[config.mk]
export PLATFORM = sky130hd
export DESIGN_NAME = fifo_write_arbiter
export DESIGN_NICKNAME = d
export VERILOG_FILES = /design/src/rtl/fifo_ctrl_pkg.sv /design/src/rtl/rr_pick.sv /design/src/rtl/fifo_write_arbiter.sv
export SDC_FILE = /design/constraint.sdc
export NUM_CORES = 1
export LEC_CHECK = 0
export CAP_MARGIN = 20
export CORE_AREA = 4 4 90 66
export CTS_CLUSTER_DIAMETER = 120
export DETAILED_ROUTE_END_ITERATION = 16
export DIE_AREA = 0 0 94 70
export PLACE_DENSITY = 0.84
export SETUP_SLACK_MARGIN = 0.3
export SLEW_MARGIN = 0
export SYNTH_ARGS = -nofsm -noshare
export SYNTH_HDL_FRONTEND = slang
export SYNTH_SLANG_ARGS = --single-unit
[constraint.sdc]
create_clock -name clk_i -period 5.95 [get_ports clk_i]
set_clock_uncertainty 0.2 [all_clocks]
set_input_delay 1.19 -clock clk_i [delete_from_list [all_inputs] [get_ports clk_i]]
set_output_delay 1.19 -clock clk_i [all_outputs]
set_load 0.005 [all_outputs]
[src/rtl/fifo_ctrl_pkg.sv]
// Shared types and constants for the FIFO write arbiter.
package fifo_ctrl_pkg;

  typedef enum logic {
    StRun   = 1'b0,
    StFlush = 1'b1
  } ctrl_state_e;

  localparam int unsigned DefNReq      = 4;
  localparam int unsigned DefWordDepth = 8;

  // Sticky error flag positions.
  localparam int unsigned ErrOvfBit = 0;
  localparam int unsigned ErrMisBit = 1;

  // One slot is always sacrificed by the FIFO's pointer scheme.
  function automatic int unsigned cap_of(int unsigned depth);
    return depth - 1;
  endfunction

  function automatic int unsigned idx_width(int unsigned n);
    return (n > 1) ? $clog2(n) : 1;
  endfunction

endpackage

[src/rtl/rr_pick.sv]
// Circular priority search: first valid requester after last_i, wrapping around.
module rr_pick #(
  parameter int unsigned N    = 4,
  parameter int unsigned IdxW = 2
) (
  input  logic [N-1:0]    valid_i,
  input  logic [IdxW-1:0] last_i,
  output logic [N-1:0]    grant_oh_o,
  output logic [IdxW-1:0] grant_idx_o,
  output logic            any_o
);

  // Scan last_i+1 .. last_i+N; the requester just served is checked last.
  always_comb begin
    int unsigned cand;
    grant_oh_o  = '0;
    grant_idx_o = '0;
    any_o       = 1'b0;
    cand        = 0;
    for (int unsigned k = 1; k <= N; k++) begin
      cand = (32'(last_i) + k) % N;
      if (!any_o && valid_i[cand[IdxW-1:0]]) begin
        any_o                          = 1'b1;
        grant_idx_o                    = cand[IdxW-1:0];
        grant_oh_o[cand[IdxW-1:0]]     = 1'b1;
      end
    end
  end

endmodule

[src/rtl/fifo_write_arbiter.sv]
// Round-robin write arbiter and flush sequencer in front of the 12-bit FIFO-SRAM.
// Tracks a shadow occupancy so the FIFO is never written while full.
module fifo_write_arbiter
  import fifo_ctrl_pkg::*;
#(
  parameter int unsigned NREQ       = DefNReq,
  parameter int unsigned BITS       = 12,
  parameter int unsigned word_depth = DefWordDepth,
  parameter int unsigned addr_width = 3,
  localparam int unsigned IdxW      = idx_width(NREQ)
) (
  input  logic                   clk_i,
  input  logic                   rst_i,
  input  logic [NREQ-1:0]        req_valid_i,
  output logic [NREQ-1:0]        req_ready_o,
  input  logic [NREQ*BITS-1:0]   req_data_i,
  input  logic                   cons_read_i,
  input  logic                   flush_i,
  output logic                   fifo_write_o,
  output logic [BITS-1:0]        fifo_data_in_o,
  output logic                   fifo_read_o,
  input  logic                   fifo_ready_i,
  input  logic                   fifo_overflow_i,
  output logic [addr_width:0]    level_o,
  output logic                   full_o,
  output logic [IdxW-1:0]        grant_id_o,
  output logic                   flush_busy_o,
  output logic [1:0]             err_o
);

  localparam int unsigned LvlW = addr_width + 1;
  localparam logic [LvlW-1:0] CapLvl  = LvlW'(cap_of(word_depth));
  localparam logic [IdxW-1:0] LastIdx = IdxW'(NREQ - 1);

  ctrl_state_e     state_q, state_d;
  logic [LvlW-1:0] level_q, level_d;
  logic [IdxW-1:0] last_q, last_d;
  logic [IdxW-1:0] grant_q, grant_d;
  logic [1:0]      err_q, err_d;

  logic [NREQ-1:0] pick_oh;
  logic [IdxW-1:0] pick_idx;
  logic            pick_any;
  logic            is_full, in_run, push, pop, dec;

  rr_pick #(
    .N    (NREQ),
    .IdxW (IdxW)
  ) u_rr_pick (
    .valid_i     (req_valid_i),
    .last_i      (last_q),
    .grant_oh_o  (pick_oh),
    .grant_idx_o (pick_idx),
    .any_o       (pick_any)
  );

  // Same-cycle grant and FIFO write/read muxing. Full is judged on the
  // registered level only: a concurrent pop does not free a slot.
  always_comb begin
    is_full        = (level_q == CapLvl);
    in_run         = (state_q == StRun);
    push           = in_run && !is_full && pick_any;
    req_ready_o    = '0;
    fifo_data_in_o = '0;
    if (push) begin
      req_ready_o    = pick_oh;
      fifo_data_in_o = req_data_i[pick_idx*BITS +: BITS];
    end
    fifo_write_o = push;
    fifo_read_o  = in_run ? cons_read_i : 1'b1;
    pop          = fifo_read_o && fifo_ready_i;
    // A pop reported at level 0 is a mismatch; never let it wrap the count.
    dec          = pop && (level_q != '0);
  end

  // Next-state: shadow level, grant pointers, drain FSM, sticky errors.
  always_comb begin
    level_d = level_q;
    unique case ({push, dec})
      2'b10:   level_d = level_q + 1'b1;
      2'b01:   level_d = level_q - 1'b1;
      default: level_d = level_q;
    endcase

    last_d  = last_q;
    grant_d = grant_q;
    if (push) begin
      last_d  = pick_idx;
      grant_d = pick_idx;
    end

    state_d = state_q;
    case (state_q)
      StRun:   if (flush_i) state_d = StFlush;
      StFlush: if (level_q == '0) state_d = StRun;
      default: state_d = StRun;
    endcase

    err_d            = err_q;
    err_d[ErrOvfBit] = err_q[ErrOvfBit] | fifo_overflow_i;
    err_d[ErrMisBit] = err_q[ErrMisBit] | (fifo_ready_i != (level_q != '0));
  end

  // State registers with synchronous reset; last_q starts at NREQ-1 so producer 0 wins first.
  always_ff @(posedge clk_i) begin
    if (rst_i) begin
      state_q <= StRun;
      level_q <= '0;
      last_q  <= LastIdx;
      grant_q <= '0;
      err_q   <= '0;
    end else begin
      state_q <= state_d;
      level_q <= level_d;
      last_q  <= last_d;
      grant_q <= grant_d;
      err_q   <= err_d;
    end
  end

  // Registered status outputs.
  always_comb begin
    level_o      = level_q;
    full_o       = is_full;
    grant_id_o   = grant_q;
    flush_busy_o = (state_q == StFlush);
    err_o        = err_q;
  end

endmodule

Word level (Yosys, flattened, before mapping) --
Cells that the tools add are included.
Cells by class: $add $sub $neg 6, multipliers 1, div/mod/pow operators 0, order comparisons 8, equal/unequal tests 4, shifts and indexed selects 1, mux-type cells 35, bitwise operators 6, reductions and logical operators 18
Operator list (count):
- 48-bit by 7-bit variable part select with 12-bit output | 1
- 4-bit two-way mux | 5
- 1-bit two-way mux | 15
- 2-bit by 3-bit less-than comparator with 1-bit output, second input constant | 4
- 12-bit two-way mux | 1
- 4-bit bitwise OR | 3
- 1-bit logical AND | 11
- 1-bit binary-select mux with 2-bit select | 4
- 1-bit demux with 2-bit select | 4
- 2-bit by 1-bit >= comparator with 1-bit output, second input constant | 4
- 2-bit two-way mux | 4
- 4-bit case mux with 2 select lines | 1
- 2-bit by 1-bit adder with 2-bit output, second input constant | 2
- 2-bit adder, second input constant | 2
- 4-bit by 1-bit adder with 4-bit output, second input constant | 1
- 4-bit by 3-bit equality test with 1-bit output, second input constant | 1
- 1-bit logical NOT | 4
- 4-bit logical NOT | 1
- 2-bit by 2-bit multiplier with 4-bit output, second input constant | 1
- 4-bit nonzero test | 1
- 4-bit by 1-bit subtractor with 4-bit output, second input constant | 1
- 2-bit by 1-bit equality test with 1-bit output, second input constant | 1
- 2-bit equality test, second input constant | 1
- 1-bit bitwise OR | 2
- other kinds (4) | 4
Storage, ports and cells: register bits after elaboration 11, bits in latches 0, bits in writable memories 0, memory bits (read-only) 0, input bits 58, output and inout port bits 28, logic and storage cells 84, memories 0

Longest topological paths before layout --
Gate-level depths: netlist of run 1.
word-level depth 16, gate-level depth with buffers 13, depth with buffers taken out 10

Cells and area by module --
Synthesis of run 1 repeated with hierarchy kept, for this count alone.
Second synthesis, totals: cell total of the unflattened synthesis 178, area, all modules 1572.8 µm²
Modules (own cells, without submodules):
- fifo_write_arbiter | times used 1, cells an instance 92, area an instance 943.4 µm², sequential area each 220.2 µm²
- rr_pick | times used 1, cells an instance 86, area an instance 629.4 µm², sequential area each 0.0 µm²

Worst setup path after synthesis of run 1 --
No wires, ideal clock.
path kind register to output, start point register last_q[0], end point output port fifo_data_in_o[10], data arrival time 3.211 ns, data required time 4.560 ns, setup slack 1.349 ns, stages on the path, launching flop included 14, buffers on the path 6, path through dfxtp_1 -> buf_6 -> inv_1 -> clkbuf_1 -> clkbuf_1 -> ha_1 -> buf_4 -> mux4_2 -> nor2b_1 -> buf_2 -> nor2_1 -> clkbuf_1 -> o32ai_1 -> o32ai_2
On the way: word-level cells in the longest chain between the ends 16, elaborated cells between the ends (all ways) 30, those cells by class 4 x add/sub; 1 x mul; 1 x shift; 17 x mux; 7 x reduce/logical
RTL lines:
- start, declared | line fifo_write_arbiter.sv:37 | logic [IdxW-1:0] last_q, last_d;
- start signal, assigned | line fifo_write_arbiter.sv:109 | last_q <= LastIdx;
- start signal, assigned | line fifo_write_arbiter.sv:115 | last_q <= last_d;
- 2-bit by 1-bit adder with 2-bit output | line rr_pick.sv:21 | cand = (32'(last_i) + k) % N;
- 1-bit binary-select mux with 2-bit select | line rr_pick.sv:22 | if (!any_o && valid_i[cand[IdxW-1:0]]) begin
- 1-bit two-way mux (not written as such) | line rr_pick.sv:22
- 1-bit two-way mux | line rr_pick.sv:22
- 1-bit logical NOT | line rr_pick.sv:22
- 1-bit logical AND | line rr_pick.sv:22
- 1-bit two-way mux | line rr_pick.sv:22
- 1-bit logical NOT | line rr_pick.sv:22
- 1-bit logical AND | line rr_pick.sv:22
- 1-bit two-way mux | line rr_pick.sv:22
- 1-bit logical NOT | line rr_pick.sv:22
- 1-bit logical AND | line rr_pick.sv:22
- 2-bit two-way mux | line rr_pick.sv:22
- 2-bit by 2-bit multiplier with 4-bit output | line fifo_write_arbiter.sv:67 | fifo_data_in_o = req_data_i[pick_idx*BITS +: BITS];
- 48-bit by 7-bit variable part select with 12-bit output | line fifo_write_arbiter.sv:67
- 12-bit two-way mux (*) | line fifo_write_arbiter.sv:65 | if (push) begin
- end, declared | line fifo_write_arbiter.sv:20 | output logic [BITS-1:0] fifo_data_in_o,
Mark *: on every way between the ends. The rest lies on a longest branch, timed or not. The select of a mux whose other input is x is not followed.

Worst setup path in the final report of run 1 --
start point input port req_valid_i[0], end point output port fifo_data_in_o[0]
On the way: word-level cells in the longest chain between the ends 15, elaborated cells between the ends (all ways) 26, those cells by class 1 x mul; 1 x shift; 17 x mux; 7 x reduce/logical
RTL lines:
- start, declared | line fifo_write_arbiter.sv:14 | input logic [NREQ-1:0] req_valid_i,
- 1-bit binary-select mux with 2-bit select | line rr_pick.sv:22
- 1-bit two-way mux (not written as such) | line rr_pick.sv:22
- 1-bit two-way mux | line rr_pick.sv:22
- 1-bit logical NOT | line rr_pick.sv:22
- 1-bit logical AND | line rr_pick.sv:22
- 1-bit two-way mux | line rr_pick.sv:22
- 1-bit logical NOT | line rr_pick.sv:22
- 1-bit logical AND | line rr_pick.sv:22
- 1-bit two-way mux | line rr_pick.sv:22
- 1-bit logical NOT | line rr_pick.sv:22
- 1-bit logical AND | line rr_pick.sv:22
- 2-bit two-way mux | line rr_pick.sv:22
- 2-bit by 2-bit multiplier with 4-bit output | line fifo_write_arbiter.sv:67
- 48-bit by 7-bit variable part select with 12-bit output | line fifo_write_arbiter.sv:67
- 12-bit two-way mux (*) | line fifo_write_arbiter.sv:65
Marked as above.

==> results of run 1 <==
## routing by layer
layer	vias up	part of all wire (%)	wire, um
met3	19	6.6	537
met5	-	0	0
met2	136	45	3680
li1	1323	-	-
met1	1335	46	3740
met4	0	2.0	165
## synthesized netlist by cell type, drive strengths merged
library cell,n
o311ai,12
a22oi,1
o32a,1
clkbuf,26
nand4,12
a21oi,20
mux2i,20
or3,17
o211ai,13
nand2,21
xor2,3
nor4bb,1
and3,1
nor4,2
o221a,1
or2,1
and2,1
a21o,1
inv,17
ha,11
nor2,27
a211oi,1
mux2,1
mux4,4
o32ai,24
o211a,2
o311a,1
nand2b,2
dfxtp,11
a221oi,1
nand3,1
buf,10
o21ai,22
and3b,1
o21a,1
a221o,6
nor2b,2
xnor2,1
## power groups by stage
stage	Sequential [mW]	Combinational (mW)	Clock, mW
6_report	0.138	1.67	0.0757
5_1_grt	0.143	1.78	0.0807
3_3_place_gp	0.135	1.57	0
4_1_cts	0.137	1.63	0.0756
2_1_floorplan	0.128	0.964	0
3_5_place_dp	0.138	1.60	0
## sequential cells by signal (all words and copies together) (netlist names)
signal,count
err_o,2
flush_busy_o,1
grant_id_o,2
last_q,2
level_o,4
## final cells by class
type / count / area, sq um
fill: 430 / 1850
multi-input combinational: 236 / 1790
timing repair buffer: 110 / 1060
sequential: 11 / 221
tap: 72 / 90.1
inverter: 17 / 63.8
clock buffer: 4 / 45.0
## what timing repair did
action                     in CTS  in global routing
buffers inserted                3                  0
setup endpoints to repair       1                 12
gates resized for setup         1                  8
## worst max-delay path: stages
cell and delay (ns):
clkdlybuf4s50_1 0.56, mux4_2 0.59, o311a_1 0.40, or3_4 0.49
o32ai_1 0.39, clkdlybuf4s50_1 0.57
## path summary, 6_finish.rpt
kind,end,cells after the start,from
worst min register to register,err_o[0]$_SDFF_PP0_,2,err_o[0]$_SDFF_PP0_
worst max-delay path,fifo_data_in_o[0],6,req_valid_i[0]
worst max register to register,last_q[0]$_SDFFE_PP1P_,9,last_q[1]$_SDFFE_PP1P_
worst min-delay path,err_o[0]$_SDFF_PP0_,2,err_o[0]$_SDFF_PP0_
## stage by stage
step                total power [mW]  area (sq um)  hold WS, ns  utilization (%)
floorplan                       1.09          2220        0.256                -
global placement                1.71          3170        0.247             62.0
detailed placement              1.74          3170        0.268             62.0
CTS                             1.84          3240        0.283             63.3
global route                    2.00          3270        0.299             63.8
finish                          1.88          3270        0.281             63.8
## logic make-up (layout without fill, tap and decap cells)
logic type / Yosys count / count (layout)
AOI/OAI and AO/OA: 107 / 107
and+or+nand+nor: 89 / 89
buffers and inverters: 53 / 131
muxes: 25 / 25
adders and majority gates: 11 / 11
DFF: 11 / 11
xor gates and xnor gates: 4 / 4
==> metrics.md, run 1 <==
| Metric | Value |
|---|---|
| Reg clk slew, reported paths | `about 0.050 ns` |
| NetSw | `roughly 0.9 mW` |
| Synth Cell Area | `around 2200 sq um` |
| Core area | `about 5100 sq um` |
| Final setup TNS | `0 ns` |
| Die Y | `roughly 70 um` |
| PortBufs | `between 80 and 90` |
| Post-synthesis cell type count | `45` |
| Nets | `448` |
| Die area | `approximately 6600 sq um` |
| Crit path DAT | `between 4 and 5 ns` |
| Post-synthesis adder-cell area fraction | `6.19%` |
| Cts bufs inserted | `3` |
| Final slew viol count | `0` |
| Setup WS pre-CTS | `0.239 ns` |
| Final Hold Fails | `0` |
| Clock buffer depth | `2` |
| Root buf cell | `clkbuf_8` |
| Seq pwr share | `~7.3%` |
| Non-filler instance count after layout | `450` |
| VDD IR-drop max | `0.000299 V` |
| Detailed Route Iter0 Violations | `between 200 and 250` |
| Synthesized Nets | `about 370` |
| Setup crit end kind | `output port` |
| Outcome | `finished clean` |
| H-tree depth | `1` |
| Gr ovfl total | `0` |
| Vias in the first global route | `approximately 2600` |
| Post-DP HPWL | `~5.9 mm` |
| Critical Path RT | `4.56 ns` |
| Via density per instance | `~6.3` |
| Slew margin rel. | `between 50% and 60%` |
| # clock sinks | `11` |
| Clk_lat worst skew | `0.24 ns` |
| IO Count | `between 80 and 90` |
| Synth Register Bits | `11` |
| Post-route setup slack | `approximately 0.37 ns` |
| Post-Synth Simple-Gate Area | `20.1%` |
| Most common cell after layout, fill and taps aside | `clkdlybuf4s50_1` |
| RSZ-0062 raised after global routing | `false` |
| # setup viols final | `0` |
| Sequential area share after synthesis | `a little under 10%` |
| Top cell type's share of synthesized area | `under 10%` |
| Leakage | `about 1.3 nW` |
| Die Span X | `between 90 and 100 um` |
| Net Sw Frac | `between 40% and 50%` |
| Worst Setup Start Kind | `input pin` |
| CTS tree | `built` |
| Via count | `about 2800` |
| Compound-Gate Fraction of Synth Area | `around two fifths` |
| Antenna violations before repair | `0` |
| Met1 Usage GRT | `36.1%` |
| Area contributors post-synth | `dfxtp_1 9.9%, mux2i_1 9.0%, o32ai_2 7.3%` |
| Post-Synthesis Cells | `300` |
| GRT busiest layer | `met1` |
| Peak Freq | `179 MHz` |
| Largest family of logic cells by synthesized area | `compound AO/OA/AOI/OAI gates` |
| Worst slew pin tran | `0.699 ns` |
| Multiplexer share of the synthesized area | `about 14%` |
| Layout cell share with drive strength beyond 1 | `14.0%` |
| Crit path max fanout | `12` |
| Layout area overhead | `46.9%` |
| GR Util met2 | `a little over a third` |
| First-pass GRT wire length | `between 10 and 15 mm` |
| Commonest non-fill, non-tap cells in the layout | `83 x clkdlybuf4s50_1, 26 x nor2_1, 24 x buf_4` |
| Dpl cells | `between 400 and 500` |
| Yosys top cell by area | `dfxtp_1` |
| Period minus WS final | `~5.6 ns` |
| DRC | `0` |
| Combinational share of power | `88.6%` |
| WS Path Type | `input pin to output port` |
| YS warnings | `0` |
| Hold WC Path Type | `flip-flop to flip-flop` |
| Row count | `22` |
| Initial DRT Pass Iterations | `5` |
| Mean Syn Cell Area | `roughly 7.4 sq um` |
| Pwr dens | `around 580 nW/um^2` |
| FF-to-FF setup slack | `between 2 and 3 ns` |
| GPL Wtd Cong | `1.02` |
| Total GRT Usage | `about a quarter` |
| Post-CTS Hold Buffers | `0` |
| Tcrit/Tclk final | `about 94%` |
| # diodes | `0` |
| Max Cap Viol | `0` |
| Routing usage on met3 | `2.15%` |
| Synth Area in XOR/XNOR | `under 10%` |
| Clock power share | `4.0%` |
| Int Pwr | `a little under 1 mW` |
| Total routed wirelength | `8.12 mm` |
| Routed Antenna Nets | `0` |
| Largest net degree at the start of global routing | `between 60 and 70` |
| Starting density of the core | `43.4%` |
| WL per Instance | `18.0 um` |
(Power assumes the default switching activity.)
==> inputs of run 2 (changes only) <==
--- a/config.mk
+++ b/config.mk
@@ -6,13 +6,14 @@
 export NUM_CORES = 1
 export LEC_CHECK = 0
 export CAP_MARGIN = 20
-export CORE_AREA = 4 4 90 66
+export CORE_AREA = 4 4 86 64
 export CTS_CLUSTER_DIAMETER = 120
 export DETAILED_ROUTE_END_ITERATION = 16
-export DIE_AREA = 0 0 94 70
-export PLACE_DENSITY = 0.84
+export DIE_AREA = 0 0 90 68
+export PLACE_DENSITY = 0.75
 export SETUP_SLACK_MARGIN = 0.3
 export SLEW_MARGIN = 0
 export SYNTH_ARGS = -nofsm -noshare
 export SYNTH_HDL_FRONTEND = slang
+export SYNTH_HIERARCHICAL = 1
 export SYNTH_SLANG_ARGS = --single-unit
==> run 2 against run 1 <==
Net effect:
- global-route usage is 7.4 points lower
- cell count fell by 30%
- count of clock-buffer cells in the layout did not move
- clock power decreased by 3.4%
- via count fell by 39%
- first-iteration DRC count fell by 50%
- hold slack worse by 0.028 ns
- maximum frequency is 4.4% higher
- critical path depth rose by 2
- synthesized cell count decreased by 41%
- critical path type unchanged
==> metrics.md, run 2 <==
| Metric | Value |
|---|---|
| Outcome | `finished clean` |
| Top cells by count, synth | `16 x and2_1, 15 x nor2_1, 14 x mux4_2, 14 x nand2_1` |
| Routed Antenna Nets | `0` |
| Worst slew pin tran | `just over 0.6 ns` |
| GPL Wtd Cong | `0.899` |
| Hold_ws | `~0.25 ns` |
| Core area | `between 4000 and 5000 sq um` |
| H-tree depth | `1` |
| Fillers | `between 400 and 500` |
| YS warnings | `6` |
| Synthesized Nets | `247` |
| Register area | `220 sq um` |
| RSZ-0062 raised after global routing | `false` |
| Pwr dens | `300 nW/um^2` |
| Layout area overhead | `58.2%` |
| Reg clk slew, reported paths | `roughly 0.05 ns` |
| Top cell type's share of synthesized area | `roughly 20%` |
| Post-Synthesis Cells | `178` |
| VDD IR-drop max | `approximately 0.00014 V` |
| Peak Freq | `roughly 190 MHz` |
| Initial DRT Pass Iterations | `4` |
| Commonest non-fill, non-tap cells in the layout | `83 x clkdlybuf4s50_1, 16 x and2_1, 15 x nor2_1` |
| Final setup TNS | `0 ns` |
| Max Cap Viol | `0` |
| Final slew viol count | `0` |
| Fraction of registers with async set/reset | `0%` |
| Critical path launch point | `req_valid_i[3]` |
| Sequential area share after synthesis | `between 10 and 15%` |
| Nets | `327` |
| Mean Syn Cell Area | `between 8 and 9 sq um` |
| PortBufs | `85` |
| # diodes | `0` |
| Crit path max fanout | `13` |
| Detailed Route Iter0 Violations | `roughly 110` |
| Period minus WS final | `roughly 5.3 ns` |
| Post-route setup slack | `0.603 ns` |
| Die Span X | `around 90 um` |
| Tcrit/Tclk final | `about nine tenths` |
| Row count | `21` |
| Yosys top cell by area | `mux4_2` |
| Clk_lat worst skew | `0.23 ns` |
| Post-synthesis cell type count | `43` |
| Slew margin rel. | `57.3%` |
| Synth Cell Area | `1570 sq um` |
| CTS tree | `built` |
| Cts bufs inserted | `3` |
| Crit path DAT | `~4 ns` |
| WL per Instance | `16.3 um` |
| Worst Hold Launch | `grant_id_o[0]$_SDFFE_PP0P_` |
| Via count | `~1700` |
| IO Count | `86` |
| Setup WS pre-CTS | `0.453 ns` |
| Most common cell after layout, fill and taps aside | `clkdlybuf4s50_1` |
| Post-DP HPWL | `3.97 mm` |
| Total GRT Usage | `approximately 16%` |
| Setup crit end kind | `output port` |
| Leakage | `a little under 1 nW` |
| EDFF count, synth | `0` |
| Post-CTS Hold Buffers | `0` |
| Starting density of the core | `33.8%` |
| Via density per instance | `around 5.4` |
| Area contributors post-synth | `mux4_2 20%, dfxtp_1 14%, ha_1 8.8%` |
| Die Y | `between 60 and 70 um` |
| WS Path Type | `input pin to output port` |
| R2r startpoint | `last_q[1]$_SDFFE_PP1P_` |
| Critical Path RT | `about 4.6 ns` |
| Synth Register Bits | `11` |
| Worst Setup Start Kind | `input pin` |
| # setup viols final | `0` |
| Total routed wirelength | `slightly above 5 mm` |
| Top-count cell post-synth | `and2_1` |
| Hold WC Path Type | `flip-flop to flip-flop` |
| Largest net degree at the start of global routing | `21` |
| Fin util | `53.5%` |
| DRC | `0` |
| Root buf cell | `clkbuf_8` |
| # clock sinks | `11` |
| Vias in the first global route | `about 1600` |
| Ys flop type | `dfxtp_1` |
| Antenna violations before repair | `0` |
| Footprint of the multi-input gates | `1220 sq um` |
| Final Hold Fails | `0` |
| Gr ovfl total | `0` |
| Clock buffer depth | `2` |
| Die area | `6120 sq um` |
| First-pass GRT wire length | `between 8 and 9 mm` |
| Layout cell share with drive strength beyond 1 | `a little under an eighth` |
| Largest register FFs | `4` |
[run 2: power by group]
group          switching [mW]  internal [mW]  total [mW]
Sequential             0.0289         0.0947       0.124
Combinational           0.234          0.315       0.549
Clock                  0.0262         0.0469      0.0731
[run 2: cells by family after synthesis]
kind of cell               count (synthesis)  synth area share [%]
xor gates and xnor gates                   4                  2.23
buffers and inverters                     23                  8.99
adders and majority gates                 11                  8.75
muxes                                     20                  24.0
DFF                                       11                  14.0
and+or+nand+nor                           72                  25.5
AOI/OAI and AO/OA                         37                  16.5
[run 2: cell type report]
class,count,share of cell area (%)
Multi-Input combinational cell,144,49.1
Timing Repair Buffer,89,35.8
Sequential cell,11,8.85
Tap cell,57,2.87
Clock buffer,4,1.81
Inverter,9,1.56
[run 2: metal layers]
metal  wire (um)  track usage, %  share of wire (%)
met5           0               0                  0
met3         360            3.74                7.0
met4          50            3.44               0.98
met2        2360            28.2                 46
met1        2350            21.1                 46
[run 2: final timing paths]
kind	to	slack [ns]	depth (start not counted)
setup / recovery	fifo_data_in_o[7]	0.60	8
hold reg to reg	grant_id_o[0]$_SDFFE_PP0P_	0.25	2
setup reg to reg	grant_id_o[0]$_SDFFE_PP0P_	3.00	8
hold / removal	grant_id_o[0]$_SDFFE_PP0P_	0.25	2
[run 2: critical path, cell delays in order]
cell and delay (ns):
clkdlybuf4s50_1 0.67, a211oi_1 0.08, a311o_1 0.35, a221oi_2 0.27
buf_6 0.24, mux4_2 0.53, and2_1 0.17, clkdlybuf4s50_1 0.44
[run 2: repair_timing]
| action | in CTS | in global routing |
|---|---|---|
| endpoints found under the setup margin | 0 | 12 |
| resized for setup | 0 | 3 |
| setup buffers | 0 | 0 |
[run 2: stage by stage]
stage | area, sq um | power (mW) | std cells
2_1_floorplan | 1570 | 0.461 | 178
3_3_place_gp | 2430 | 0.664 | 310
3_5_place_dp | 2430 | 0.673 | 310
4_1_cts | 2480 | 0.751 | 314
5_1_grt | 2490 | 0.810 | 314
6_report | 2490 | 0.745 | 314
